==> src/rtl/fetch_sequencer.sv <==
// Fetch-stage controller: owns the PC, sequences variable-latency instruction fetch and
// merges EX redirects with ID stalls. Define FETCH_PERF_EN to add saturating perf counters.
module fetch_sequencer #(
  parameter logic [31:0] RESET_VECTOR = 32'h0000_0000
`ifdef FETCH_PERF_EN
  , parameter int unsigned PERF_W = 32
`endif
) (
  input  logic        clk,
  input  logic        rst,
  input  logic        stall,
  input  logic        redirect_valid,
  input  logic [31:0] redirect_target,
  output logic        imem_req,
  output logic [31:0] imem_addr,
  input  logic        imem_ready,
  input  logic [31:0] imem_rdata,
  output logic        if_valid,
  output logic [31:0] if_pc,
  output logic [31:0] if_pc_plus4,
  output logic [31:0] if_instr,
  output logic        flush_ifid
`ifdef FETCH_PERF_EN
  ,
  output logic [PERF_W-1:0] perf_stall_cycles,
  output logic [PERF_W-1:0] perf_wait_cycles,
  output logic [PERF_W-1:0] perf_redirects
`endif
);

  localparam logic [31:0] NOP_INSTR = 32'h0000_0013;

  typedef enum logic [1:0] {BOOT, REQ, HOLD} state_e;

  state_e      state_q;
  logic [31:0] pc_q;
  logic        req_q;
  logic        pend_valid_q;
  logic [31:0] pend_target_q;
  logic [31:0] hold_q;
  logic        if_valid_q;
  logic [31:0] if_pc_q;
  logic [31:0] if_pc_plus4_q;
  logic [31:0] if_instr_q;
  logic        flush_q;
  logic [31:0] redir_tgt;

  assign redir_tgt   = {redirect_target[31:2], 2'b00};
  assign imem_req    = req_q;
  assign imem_addr   = pc_q;
  assign if_valid    = if_valid_q;
  assign if_pc       = if_pc_q;
  assign if_pc_plus4 = if_pc_plus4_q;
  assign if_instr    = if_instr_q;
  assign flush_ifid  = flush_q;

  // Fetch FSM; every output above is a direct register.
  always_ff @(posedge clk or posedge rst) begin
    if (rst) begin
      state_q       <= BOOT;
      pc_q          <= RESET_VECTOR;
      req_q         <= 1'b0;
      pend_valid_q  <= 1'b0;
      pend_target_q <= 32'h0;
      hold_q        <= 32'h0;
      if_valid_q    <= 1'b0;
      if_pc_q       <= 32'h0;
      if_pc_plus4_q <= 32'h0;
      if_instr_q    <= NOP_INSTR;
      flush_q       <= 1'b0;
    end else begin
      flush_q <= 1'b0;
      unique case (state_q)
        BOOT: begin
          state_q <= REQ;
          req_q   <= 1'b1;
        end
        REQ: begin
          if (imem_ready) begin
            if (redirect_valid || pend_valid_q) begin
              pc_q         <= redirect_valid ? redir_tgt : pend_target_q;
              pend_valid_q <= 1'b0;
              if_valid_q   <= 1'b0;
              flush_q      <= 1'b1;
            end else if (stall) begin
              hold_q  <= imem_rdata;
              state_q <= HOLD;
              req_q   <= 1'b0;
            end else begin
              if_pc_q       <= pc_q;
              if_pc_plus4_q <= pc_q + 32'd4;
              if_instr_q    <= imem_rdata;
              if_valid_q    <= 1'b1;
              pc_q          <= pc_q + 32'd4;
            end
          end else begin
            // Outstanding request stays live; its data is dropped when it returns.
            if (redirect_valid) begin
              pend_valid_q  <= 1'b1;
              pend_target_q <= redir_tgt;
            end
            if (redirect_valid || !stall) begin
              if_valid_q <= 1'b0;
            end
          end
        end
        HOLD: begin
          if (redirect_valid) begin
            pc_q       <= redir_tgt;
            if_valid_q <= 1'b0;
            flush_q    <= 1'b1;
            state_q    <= REQ;
            req_q      <= 1'b1;
          end else if (!stall) begin
            if_pc_q       <= pc_q;
            if_pc_plus4_q <= pc_q + 32'd4;
            if_instr_q    <= hold_q;
            if_valid_q    <= 1'b1;
            pc_q          <= pc_q + 32'd4;
            state_q       <= REQ;
            req_q         <= 1'b1;
          end
        end
        default: begin
          state_q <= BOOT;
          req_q   <= 1'b0;
        end
      endcase
    end
  end

`ifdef FETCH_PERF_EN
  logic [PERF_W-1:0] perf_stall_q;
  logic [PERF_W-1:0] perf_wait_q;
  logic [PERF_W-1:0] perf_redir_q;

  assign perf_stall_cycles = perf_stall_q;
  assign perf_wait_cycles  = perf_wait_q;
  assign perf_redirects    = perf_redir_q;

  // Saturating event counters.
  always_ff @(posedge clk or posedge rst) begin
    if (rst) begin
      perf_stall_q <= '0;
      perf_wait_q  <= '0;
      perf_redir_q <= '0;
    end else begin
      if (stall && (perf_stall_q != '1)) begin
        perf_stall_q <= perf_stall_q + PERF_W'(1);
      end
      if ((state_q == REQ) && !imem_ready && (perf_wait_q != '1)) begin
        perf_wait_q <= perf_wait_q + PERF_W'(1);
      end
      if (redirect_valid && (state_q != BOOT) && (perf_redir_q != '1)) begin
        perf_redir_q <= perf_redir_q + PERF_W'(1);
      end
    end
  end
`endif

endmodule

==> config.mk <==
export PLATFORM = sky130hd
export DESIGN_NAME = fetch_sequencer
export DESIGN_NICKNAME = d
export VERILOG_FILES = /design/src/rtl/fetch_sequencer.sv
export SDC_FILE = /design/constraint.sdc
export NUM_CORES = 1
export LEC_CHECK = 0
export BUFFER_PORTS_ARGS = -buffer_cell sky130_fd_sc_hd__buf_2
export CELL_PAD_IN_SITES_DETAIL_PLACEMENT = 1
export CELL_PAD_IN_SITES_GLOBAL_PLACEMENT = 2
export CORE_AREA = 2 2 167 169
export DETAILED_ROUTE_END_ITERATION = 12
export DIE_AREA = 0 0 169 171
export PLACE_DENSITY = 0.76
export SYNTH_ARGS = -nofsm -noshare
export SYNTH_HDL_FRONTEND = slang
export SYNTH_SLANG_ARGS = --single-unit
==> constraint.sdc <==
create_clock -name clk -period 8 [get_ports clk]
set_input_delay 1.2 -clock clk [delete_from_list [all_inputs] [get_ports clk]]
set_output_delay 1.2 -clock clk [all_outputs]
set_load 0.02 [all_outputs]
==> impl_metrics.yaml <==
global_route:
  antenna_found_initial: 6
  track_usage_pct: 18.01
  overflow: 0
  grt_max_degree: 124
  grt_first_pass_wirelength_um: 41020
  grt_pass1_vias: 7296
power:
  ir_drop_v: 0.0002254
  total_power_mw: 4.879
  cellLeakagePower_nw: 4.975
  power_density_mw_per_mm2: 436.7
yosys:
  syn-cell-area_mm2: 0.009321
  seq_area_frac_synth_pct: 52.39
  yosysTopAreaCellShare_pct: 51.54
  synth_area_per_cell_um2: 10.54
  yosys-top-cells-count: "dfrtp_1 (192), nand2_1 (101), o21ai_0 (100), mux2_2 (92), clkbuf_1 (48)"
  synth_fp_nets: 958
  ys.flop_type: "dfrtp_1"
  synth_edf_count: 0
  ys_warn_count: 0
  ys_ff_latch: 195
  synth_largest_area_cell: "dfrtp_1"
  synth.distinct_cells: 59
  synth_most_common_cell: "dfrtp_1"
  yosys-top-cells-area: "dfrtp_1 (52%), mux2_2 (11%), o21ai_0 (5.4%), nand2_1 (4.1%), mux2i_1 (3.5%)"
  syn_inst: 884
  ys_async_sr_fraction_pct: 100.0
clock_network:
  clock_sinks: 195
  cts_tree: "done"
  htreeDepth: 4
  hold_buffers: 0
  clk_latency_ps: 430
  root_buffer: "clkbuf_16"
  ctsResizeCount: 0
  clk_path_buf_depth: 2
  path_clk_slew_ps: 80
  post-cts-setup-buffers: 0
  cts_made_buffers: 17
route:
  drtPass1Iterations: 4
  finalWirelength_um: 25810
  vias: 7287
  drt_iter0_markers: 339
  wl_per_cell_um: 18.39
  ant_nets: 0
  viasPerCell: 5.194
  route.detailed.drc: 0
floorplanning:
  die_width_um: 169
  rows: 61
  io-pin-count: 200
  fp.dieH_um: 171
  design.core.area_mm2: 0.02732
  die_area_mm2: 0.02890
  start_util_pct: 34.11
layout:
  finish.utilization_pct: 40.88
  multi_input_area_mm2: 0.004138
  final_area_mm2: 0.01117
  regArea_mm2: 0.004883
  finalNonFillerCells: 1403
  drive_above_1_share_pct: 33.52
  nNetsFinal: 1117
  n_fill_cell: 3084
  syn_to_final_growth_pct: 19.84
timing:
  fin_crit_ps: 3247
  finClkSkew_ps: 15.32
  hold_viol: 0
  hold_slack_ps: 479.1
  grt_setup_unrepaired: "no"
  drv_slew: 0
  slew_headroom_pct: 32.88
  max_slew.worst_pin.slew_ps: 999.0
  fin_ws_ps: 4753
  max_freq_ghz: 0.3080
  setup_tns_ps: 0
  fin_crit_sh_pct: 40.59
  finalSetupViolCount: 0
critical_path:
  worstSetupPathType: "primary input to flip-flop"
  cp-end-kind: "flip-flop"
  crit_chain: "buf_2 -> buf_4 -> nand2_1 -> a22o_1 -> nand2_4 -> buf_4 -> mux2_2"
  r2r_setup_slack_ps: 5190
  worst_ep_arrival_time_ps: 3570
  r2r_end: "if_pc_plus4[31]"
  worstPathRequired_ps: 8320
  critPathMostFrequentCell: "buf_4"
  critPathSlowestCell: "buf_4"
  rr_worst_depth: 5
  cp_max_fo: 89
  max_stage_delay_ps: 650
  critPathLaunchType: "primary input"
  timing.rr.start: "imem_addr[4]"
hold_path:
  min-delay-start: "if_instr[25]"
  min_path_cells: 2
  hp-class: "flip-flop to flip-flop"
  holdPathEnd: "if_instr[25]"
flow_run:
  cap_violations: 0
outcome:
  status: "finished clean"
placed_design:
  gp_congestion: 0.6981
  place_area_mm2: 0.01059
  dp.cells: 1370
  port_buffers: 197
  pre_cts_ws_ps: 4299
  hpwl_um: 17550
-- kinds of logic (layout without fill, tap and decap cells) --
group	count (synthesis)	count (layout)	synth area share, %
xor gates and xnor gates	35	35	3.289
and+or+nand+nor	226	226	11.44
adders and majority gates	5	5	0.6711
muxes	125	125	14.66
AOI/OAI and AO/OA	216	216	13.97
other	0	1	0
DFF	195	195	52.39
buffers and inverters	82	254	3.584
-- report_power, final --
group	switching, mW	internal, mW
Clock	0.429	0.424
Sequential	0.389	1.46
Combinational	1.32	0.854
Total	2.14	2.74
-- cell usage in the layout, fill, tap and decap left out, types with 7 or more instances in the layout --
cell type and instances:
buf_2 197, dfrtp_1 192, nand2_1 100, o21ai_0 100
mux2_2 92, a21oi_1 40, nor2_1 38, mux2i_1 33
nand3_1 22, xnor2_1 19, clkbuf_16 17, xor2_1 16
nor3_1 14, buf_4 13, inv_1 11, or3_1 11
o22ai_1 9, a31oi_1 8, nand4_1 7, a211oi_1 7
a2bb2oi_1 7
-- critical path, delay by kind of cell --
kind	cells	cell delay [ps]
AO/OA/AOI/OAI	1	310
multiplexers	1	420
buffers and inverters	3	1240
AND/OR/NAND/NOR	2	280
-- layer usage --
layer / global-route usage [%] / part of all wire (%) / vias up
met5: 0 / 0.25 / -
li1: - / - / 3470
met2: 29.15 / 46 / 158
met4: 3.679 / 0.73 / 10
met1: 24.01 / 47 / 3626
met3: 5.436 / 6.5 / 23
-- final cells by class --
class | instances | share of cell area, %
clock inverter | 14 | 1.243
antenna | 1 | 0.02240
timing repair buffer | 210 | 9.700
sequential | 195 | 43.72
clock buffer | 18 | 3.931
tap | 346 | 3.875
multi-input combinational | 607 | 37.04
inverter | 12 | 0.4704
-- worst max path at each step --
stage                               from    endpoint  slack [ps]  cells after the start
after floorplan                      rst  flush_ifid        1490                      1
after global placement    redirect_valid   if_pc[19]        4300                      7
after detailed placement  redirect_valid   if_pc[20]        4300                      7
after CTS                 redirect_valid   if_pc[15]        4760                      7
after global routing      redirect_valid   if_pc[25]        4550                      7
final                     redirect_valid   if_pc[25]        4750                      7
-- state kept, by name (all words and copies together), names as in the netlist --
register and flops:
flush_ifid 1, hold_q 32, if_instr 32, if_pc 32
if_pc_plus4 30, if_valid 1, imem_addr 32, imem_req 1
pend_target_q 32, pend_valid_q 1, state_q 1
Power figures use the tool's default switching activity.
